==> src/rtl/video_fetch_sched.sv <==
// Video fetch scheduler: arbitrates bitmap line bursts against sprite bursts
// and drives a single-outstanding-burst memory request port.
//
// Handshake: mem_req rises with mem_addr/mem_src valid and holds all three
// stable until the cycle mem_ack is sampled high; mem_ack outside a request
// has no effect. After every accepted burst mem_req is low for one cycle.
module video_fetch_sched #(
  parameter int ADDR_W      = 24,
  parameter int NBURST      = 20,
  parameter int BURST_BYTES = 128,
  parameter int LINE_STRIDE = 2560,
  parameter int VFIRST      = 27,
  parameter int DISP_LINES  = 768,
  parameter int SPR_EVERY   = 4
) (
  input  logic              clk,
  input  logic              rst_n,
  input  logic              enable,
  input  logic              eol,
  input  logic              eof,
  input  logic [11:0]       vCtr,
  input  logic [ADDR_W-1:0] base_addr,
  input  logic              spr_req,
  input  logic [ADDR_W-1:0] spr_addr,
  output logic              spr_ack,
  output logic              mem_req,
  output logic [ADDR_W-1:0] mem_addr,
  output logic              mem_src,
  input  logic              mem_ack,
  output logic              underrun,
  output logic [1:0]        dbg_state
);

  localparam int BL_W = $clog2(NBURST + 1);
  localparam int GC_W = $clog2(SPR_EVERY + 1);
  localparam logic [BL_W-1:0]   BL_FULL   = BL_W'(NBURST);
  localparam logic [GC_W-1:0]   GC_MAX    = GC_W'(SPR_EVERY);
  localparam logic [ADDR_W-1:0] BURST_INC = ADDR_W'(BURST_BYTES);
  localparam logic [ADDR_W-1:0] LINE_INC  = ADDR_W'(LINE_STRIDE);

  typedef enum logic [1:0] {IDLE = 2'd0, BMP = 2'd1, SPR = 2'd2} state_t;

  state_t            state_q, state_d;
  logic [BL_W-1:0]   bursts_left_q, bl_after;
  logic [GC_W-1:0]   gcnt_q;
  logic [ADDR_W-1:0] line_ptr_q, burst_addr_q, ptr_src;
  logic              stale_q;   // in-flight bitmap burst belongs to a superseded line
  logic              bmp_done, spr_done, arm, spr_turn, in_win;
  int                vctr_i;

  assign dbg_state = state_q;
  assign vctr_i    = int'(vCtr);
  assign in_win    = (vctr_i >= VFIRST - 1) && (vctr_i <= VFIRST + DISP_LINES - 2);

  // Burst completion, line arming and arbitration decisions
  always_comb begin
    bmp_done = (state_q == BMP) && mem_ack;
    spr_done = (state_q == SPR) && mem_ack;
    arm      = eol && enable && in_win;
    ptr_src  = eof ? base_addr : line_ptr_q;
    spr_turn = spr_req && (gcnt_q >= GC_MAX);
    bl_after = bursts_left_q;
    if (bmp_done && !stale_q && (bursts_left_q != '0))
      bl_after = bursts_left_q - BL_W'(1);
    state_d = state_q;
    case (state_q)
      IDLE: begin
        // No new grant on an eol cycle: the line bookkeeping is being replaced.
        if (enable && !eol) begin
          if ((bursts_left_q != '0) && !spr_turn) state_d = BMP;
          else if (spr_req)                        state_d = SPR;
        end
      end
      BMP, SPR: if (mem_ack) state_d = IDLE;
      default:  state_d = IDLE;
    endcase
  end

  // State, registered outputs and line/burst bookkeeping
  always_ff @(posedge clk or negedge rst_n) begin
    if (!rst_n) begin
      state_q       <= IDLE;
      mem_req       <= 1'b0;
      mem_addr      <= '0;
      mem_src       <= 1'b0;
      spr_ack       <= 1'b0;
      underrun      <= 1'b0;
      bursts_left_q <= '0;
      gcnt_q        <= '0;
      line_ptr_q    <= '0;
      burst_addr_q  <= '0;
      stale_q       <= 1'b0;
    end else begin
      state_q  <= state_d;
      mem_req  <= (state_d != IDLE);
      spr_ack  <= spr_done;
      underrun <= eol && (bl_after != '0);

      if ((state_q == IDLE) && (state_d == BMP)) begin
        mem_addr <= burst_addr_q;
        mem_src  <= 1'b0;
      end else if ((state_q == IDLE) && (state_d == SPR)) begin
        mem_addr <= spr_addr;
        mem_src  <= 1'b1;
      end

      if (bmp_done) begin
        if (gcnt_q < GC_MAX) gcnt_q <= gcnt_q + GC_W'(1);
      end else if (spr_done) begin
        gcnt_q <= '0;
      end

      if (eof) line_ptr_q <= base_addr;

      if (eol) begin
        stale_q <= (state_q == BMP) && !mem_ack;
        if (arm) begin
          bursts_left_q <= BL_FULL;
          burst_addr_q  <= ptr_src;
          line_ptr_q    <= ptr_src + LINE_INC;
        end else begin
          bursts_left_q <= '0;
        end
      end else if (bmp_done) begin
        if (stale_q) begin
          stale_q <= 1'b0;
        end else if (bursts_left_q != '0) begin
          bursts_left_q <= bursts_left_q - BL_W'(1);
          burst_addr_q  <= burst_addr_q + BURST_INC;
        end
      end

      if (!enable) bursts_left_q <= '0;
    end
  end

endmodule

==> config.mk <==
export PLATFORM = sky130hd
export DESIGN_NAME = video_fetch_sched
export DESIGN_NICKNAME = d
export VERILOG_FILES = /design/src/rtl/video_fetch_sched.sv
export SDC_FILE = /design/constraint.sdc
export NUM_CORES = 1
export LEC_CHECK = 0
export ABC_CLOCK_PERIOD_IN_PS = 2800
export CAP_MARGIN = 20
export CORE_AREA = 2 2 70 139
export DETAILED_ROUTE_END_ITERATION = 6
export DIE_AREA = 0 0 72 141
export PLACE_DENSITY = 0.85
export SYNTH_ARGS = -nofsm -noshare
export SYNTH_HDL_FRONTEND = slang
export SYNTH_SLANG_ARGS = --single-unit
==> constraint.sdc <==
create_clock -name clk -period 2.8 [get_ports clk]
set_input_delay 0.28 -clock clk [delete_from_list [all_inputs] [get_ports clk]]
set_output_delay 0.28 -clock clk [all_outputs]
set_load 0.01 [all_outputs]
## Word level (Yosys, flattened, before mapping)

Cells that the tools add are included.

| operators by class | value |
|---|---|
| add/sub/neg operators | 4 |
| $mul | 0 |
| div/mod/pow operators | 0 |
| $lt $le $gt $ge | 4 |
| eq/ne operators | 10 |
| shifts and indexed selects | 0 |
| muxes and demuxes | 29 |
| bitwise logic cells | 0 |
| reduce and logical (&&, ||, !) cells | 30 |

Operators with widths:

| kind | number |
|---|---|
| $mux W24 | 10 |
| $mux W5 | 7 |
| $add A24 B12 Y24 const B | 1 |
| $add A24 B8 Y24 const B | 1 |
| $logic_and A1 B1 Y1 | 14 |
| $ge A12 B5 Y1 const B | 1 |
| $le A12 B10 Y1 const B | 1 |
| $reduce_bool A2 Y1 | 5 |
| $reduce_bool A5 Y1 | 2 |
| $mux W3 | 3 |
| $mux W2 | 4 |
| $ne A3 B1 Y1 const B | 2 |
| $sub A5 B1 Y5 const B | 1 |
| $eq A2 B1 Y1 const B | 2 |
| $eq A2 B2 Y1 const B | 2 |
| $logic_not A1 Y1 | 4 |
| $mux W1 | 4 |
| $ne A2 B1 Y1 const B | 2 |
| $pmux W2 S2 | 1 |
| $reduce_and A4 Y1 | 1 |
| $add A3 B1 Y3 const B | 1 |
| $ge A3 B3 Y1 const B | 1 |
| $lt A3 B3 Y1 const B | 1 |
| $ne A3 B3 Y1 const B | 1 |
| other kinds (5) | 5 |

| storage, ports and cells | value |
|---|---|
| register bits | 87 |
| bits in latches | 0 |
| bits in writable memories | 0 |
| ROM bits | 0 |
| input port bits | 67 |
| output and inout bits | 30 |
| word-level logic and storage cells | 88 |
| memories kept | 0 |

## Logic depth before layout (Yosys ltp)

| depth | value |
|---|---|
| word-level depth | 11 |
| gate-level depth with buffers | 9 |
| depth with buffers taken out | 7 |

## Worst setup path after synthesis

OpenSTA, ideal clock, no wires.

| path | value |
|---|---|
| path kind | reg-to-reg |
| start | register bursts_left_q[0] |
| end | register mem_addr[18] |
| library setup time | 0.123 ns |
| arrival | 2.073 ns |
| data required time | 2.677 ns |
| slack | 0.605 ns |
| stages on the path, launching flop included | 9 |
| path buffers | 1 |
| clock period less this slack | 2.195 ns |
| cells stage by stage | dfrtp_1 -> inv_1 -> ha_1 -> nor4b_4 -> nor4b_4 -> nor4_4 -> nand2_4 -> buf_6 -> o221a_2 |

| between the ends | value |
|---|---|
| cells in the longest elaborated chain, start to end | 8 |
| elaborated cells between the ends (all ways) | 11 |
| classes of those cells | eq/ne (2); mux (4); reduce/logical (5) |

RTL lines:

| item | line | text |
|---|---|---|
| start: declaration | 44 | `logic [BL_W-1:0] bursts_left_q, bl_after;` |
| start signal: assignment | 128 | `bursts_left_q <= bursts_left_q - BL_W'(1);` |
| $reduce_bool A5 Y1 (*) | 70 | `if ((bursts_left_q != '0) && !spr_turn) state_d = BMP;` |
| $logic_and A1 B1 Y1 (*) | 70 |  |
| $mux W2 (*) | 70 |  |
| $mux W2 (*) | 69 | `if (enable && !eol) begin` |
| $pmux W2 S2 (*) | 66 | `case (state_q)` |
| $eq A2 B1 Y1 / $eq A2 B2 Y1 (equally long branches) | 99, 102 |  |
| $logic_and A1 B1 Y1, on equally long branches | 99, 102 |  |
| $mux W24 / $reduce_bool A2 Y1 (equally long branches) | -- |  |
| end signal: assignment | 100 | `mem_addr <= burst_addr_q;` |
| end signal: assignment | 103 | `mem_addr <= spr_addr;` |
| end: declaration | 27 | `output logic [ADDR_W-1:0] mem_addr,` |

Every way passes the cells marked *; elsewhere a longest branch is shown, timed or not.
A chain may end at the register's enable or synchronous reset.

## Final worst setup path

| path | value |
|---|---|
| start | register bursts_left_q[0] |
| end | register mem_addr[10] |

Same word-level chain as after synthesis.

==> run_results.csv <==
group,metric,value,unit
final_layout,flow.area_growth_from_synthesis,31.2,%
synth,synthTopCellsByArea,"dfrtp_1, mux2_2, o221a_2",
clock_network,clock_tree_from_tritoncts,"yes",
global_route,wire_length_of_the_first_global_routing_pass,19.3,mm
synth,mappedNetlistArea,0.00467,sq mm
worst_setup_path,timing_worst_setup_path_type,"reg2reg",
worst_setup_path,cp_max_fo,19,
floorplanning,core_region_area,0.00920,sq mm
global_route,antenna_found_initial,0,
synth,synth_fp_nets,512,
global_route,grt_pass1_vias,3888,
synth,yosys-top-cells-count,"dfrtp_1, nand2_1, nor3_1",
synth,ys_dominant_reg_cell,"dfrtp_1",
drt,drtAntennaViolNets,0,
synth,synth_enable_flop_cells,0,
clock_network,clock-root-buffer,"clkbuf_16",
worst_setup_path,critPathTopFamily,"compound AO/OA/AOI/OAI gates",
sta,final-setup-viol-count,0,
sta,tightestPinTransition,0.725,ns
drt,num_vias,4027,
sta,hold-worst-slack,0.438,ns
synth,yosysMostFrequentCell,"dfrtp_1",
worst_setup_path,combined_buffer_and_inverter_count_along_the_critical_path,2,
synth,top_cell_type_by_total_area_after_synthesis,"dfrtp_1",
final_layout,layout.nets,615,
worst_setup_path,cpPeakStageDelay,0.42,ns
floorplanning,rows,50,
sta,setup_repair_after_global_routing_missed_its_margin,"no",
clock_network,cts.reportedPaths.clkPinSlew,0.07,ns
sta,finalHoldViolations,0,
final_layout,post_route_cells_drive_above_1_share,16.5,%
status,outcome,"completed",
floorplanning,floorplan.io_pins,97,
worst_setup_path,required_time_at_the_endpoint_of_the_critical_path,3.03,ns
clock_network,cts-buffers-inserted,9,
drt,drt-pass1-iter-count,5,
power_and_ir_drop,peakVddDrop,0.387,mV
sta,maxSlewViolCount,0,
placement,buffer_ports.inserted,95,
synth,number_of_library_cell_types_mapped_by_synthesis,58,
min_path,holdCritPathClass,"in2async",
floorplanning,effective_utilization_at_floorplan,50.8,%
clock_network,clk_latency,0.34,ns
floorplanning,chipWidth,72,microns
synth,synthDominantCellAreaShare,46.6,%
final_layout,fin_area,0.00612,sq mm
final_layout,antennaDiodeCount,0,
worst_setup_path,timing.critical_path.to_type,"register",
final_layout,nFillCells,715,
sta,final_clock_skew,0.00895,ns
floorplanning,die_area,0.0102,sq mm
clock_network,post_cts_resized,0,
sta,maxSlewHeadroom,51.2,%
sta,fin_setup_tns,0,ns
sta,post-route-min-period,2.36,ns
clock_network,h_tree_lvl_count,3,
drt,wirelength,11.7,mm
synth,yosys_register_bits,87,
worst_setup_path,critPathSlowestCell,"dfrtp_1",
sta,maxClockFrequency,0.424,GHz
synth,syn_avg_cell_area,10.7,sq um
drt,routed_via_density,6.21,
global_route,globalRoute.totalOverflow,0,
worst_setup_path,cell_by_cell_listing_of_the_critical_path,"inv_1 -> ha_1 -> nor4b_4 -> o21ai_1 -> o211ai_2 -> buf_4 -> nand2_4 -> o221a_2",
placement,gpl.final_weighted_congestion,0.993,
power_and_ir_drop,power_leakage,2.57,nW
drt,route.detailed.drc,0,
synth,yosysWarningCount,0,
power_and_ir_drop,power-per-cell-area,823,mW/mm^2
global_route,grt_max_degree,53,
global_route,groute.usage.overall,24.0,%
clock_network,post_cts_hold_buffer_count,1,
floorplanning,floorplan.die.height,141,microns
placement,hpwl,8.69,mm
synth,asyncSetResetFlopFracSynth,100,%
clock_network,cts_buffer_depth,2,
placement,post_dp_cell_area,0.00579,sq mm
synth,ys_seq_area_share,46.6,%
drt,drtIter0Drc,244,
drt,route.detailed.wl_per_inst,18.0,microns
sta,final.period_utilization,84.3,%
worst_setup_path,worst_setup_path_start_kind,"register",
worst_setup_path,worst-endpoint-arrival,2.59,ns
synth,synthCells,436,
job,drv.max_cap_violation_count,0,
clock_network,postCtsSetupBuffers,0,
clock_network,clock_sinks,87,
==> placed cells by master (no fill, tap or decap), types with 3 or more instances in the layout <==
cell             Yosys  layout
a2111oi_0            3       3
nand4_1              7       7
a221oi_1             7       7
dfrtp_1             87      87
inv_1               13      13
nand2_1             24      24
o211ai_1             3       3
buf_4                0      22
nor2b_1              4       4
clkbuf_16            0       9
a31oi_1              8       8
mux2i_1             15      15
and3_1               5       5
clkdlybuf4s50_1      0      94
or2_2                3       3
nor3_1              23      23
or3_1               17      17
o21ai_0             13      13
nand3_1             18      18
o31ai_1              4       4
a21oi_1             17      17
inv_6                0       3
o221a_2             20      20
a211oi_1             5       5
xor2_1               5       5
o22a_1               3       3
nor4_1               4       4
mux2_2              20      20
ha_1                 9       9
nor2_1              19      19
o211a_1              5       5
xnor2_1             12      12
==> metrics by stage <==
step / utilization, % / cells / power [mW] / setup WS, ns
global placement: 62.9 / 631 / 3.67 / 0.183
floorplan: - / 436 / 2.94 / 0.605
CTS: 66.6 / 648 / 5.07 / 0.436
detailed placement: 62.9 / 631 / 3.75 / 0.127
global route: 66.6 / 648 / 5.31 / 0.252
finish: 66.6 / 648 / 5.04 / 0.439
==> registers in the layout (all words and copies together), names as in the netlist <==
name and flops:
dbg_state 2, burst_addr_q 24, bursts_left_q 5, underrun 1, mem_src 1, mem_req 1, gcnt_q 3, spr_ack 1
mem_addr 24, line_ptr_q 24, stale_q 1
==> where the power goes <==
group	internal, mW	switching, mW
clock	0.792	0.516
combinational	1.03	0.867
sequential	1.60	0.234
==> cell families after synthesis <==
group           Yosys count  synth area share, %
mux                      35                 8.04
fa+ha+maj                 9                 2.41
simple gates            139                 16.8
buf+inv                  39                 3.99
compound gates          110                 19.0
xor+xnor                 17                 3.19
flops                    87                 46.6
==> layout make-up <==
type | instances | area, sq um | share of cell area, %
Multi-Input combinational cell | 310 | 2300 | 37.6
Sequential cell | 87 | 2180 | 35.5
Tap cell | 104 | 130 | 2.12
Timing Repair Buffer | 118 | 1140 | 18.5
Clock inverter | 7 | 103 | 1.68
Clock buffer | 9 | 225 | 3.68
Inverter | 13 | 48.8 | 0.797
==> layer usage <==
metal / share of wire [%] / track usage (%) / up-vias
li1: - / - / 1883
met1: 42 / 31.1 / 1981
met2: 51 / 39.7 / 139
met3: 4.8 / 3.43 / 24
met4: 3.1 / 10.3 / 0
met5: 0 / 0 / -
==> final timing paths <==
kind	slack, ns	cells after the start	from	to
max	0.44	8	bursts_left_q[0]$_DFFE_PN0P_	mem_addr[10]$_DFFE_PN0P_
min	0.44	2	rst_n	gcnt_q[1]$_DFFE_PN0P_
max reg2reg	0.44	8	bursts_left_q[0]$_DFFE_PN0P_	mem_addr[10]$_DFFE_PN0P_
min reg2reg	0.50	1	line_ptr_q[0]$_DFF_PN0_	line_ptr_q[0]$_DFF_PN0_
max in group asynchronous	1.73	3	rst_n	burst_addr_q[4]$_DFFE_PN0P_
min in group clk	0.50	1	line_ptr_q[0]$_DFF_PN0_	line_ptr_q[0]$_DFF_PN0_
Note: power is estimated with default switching activity, not from simulation.
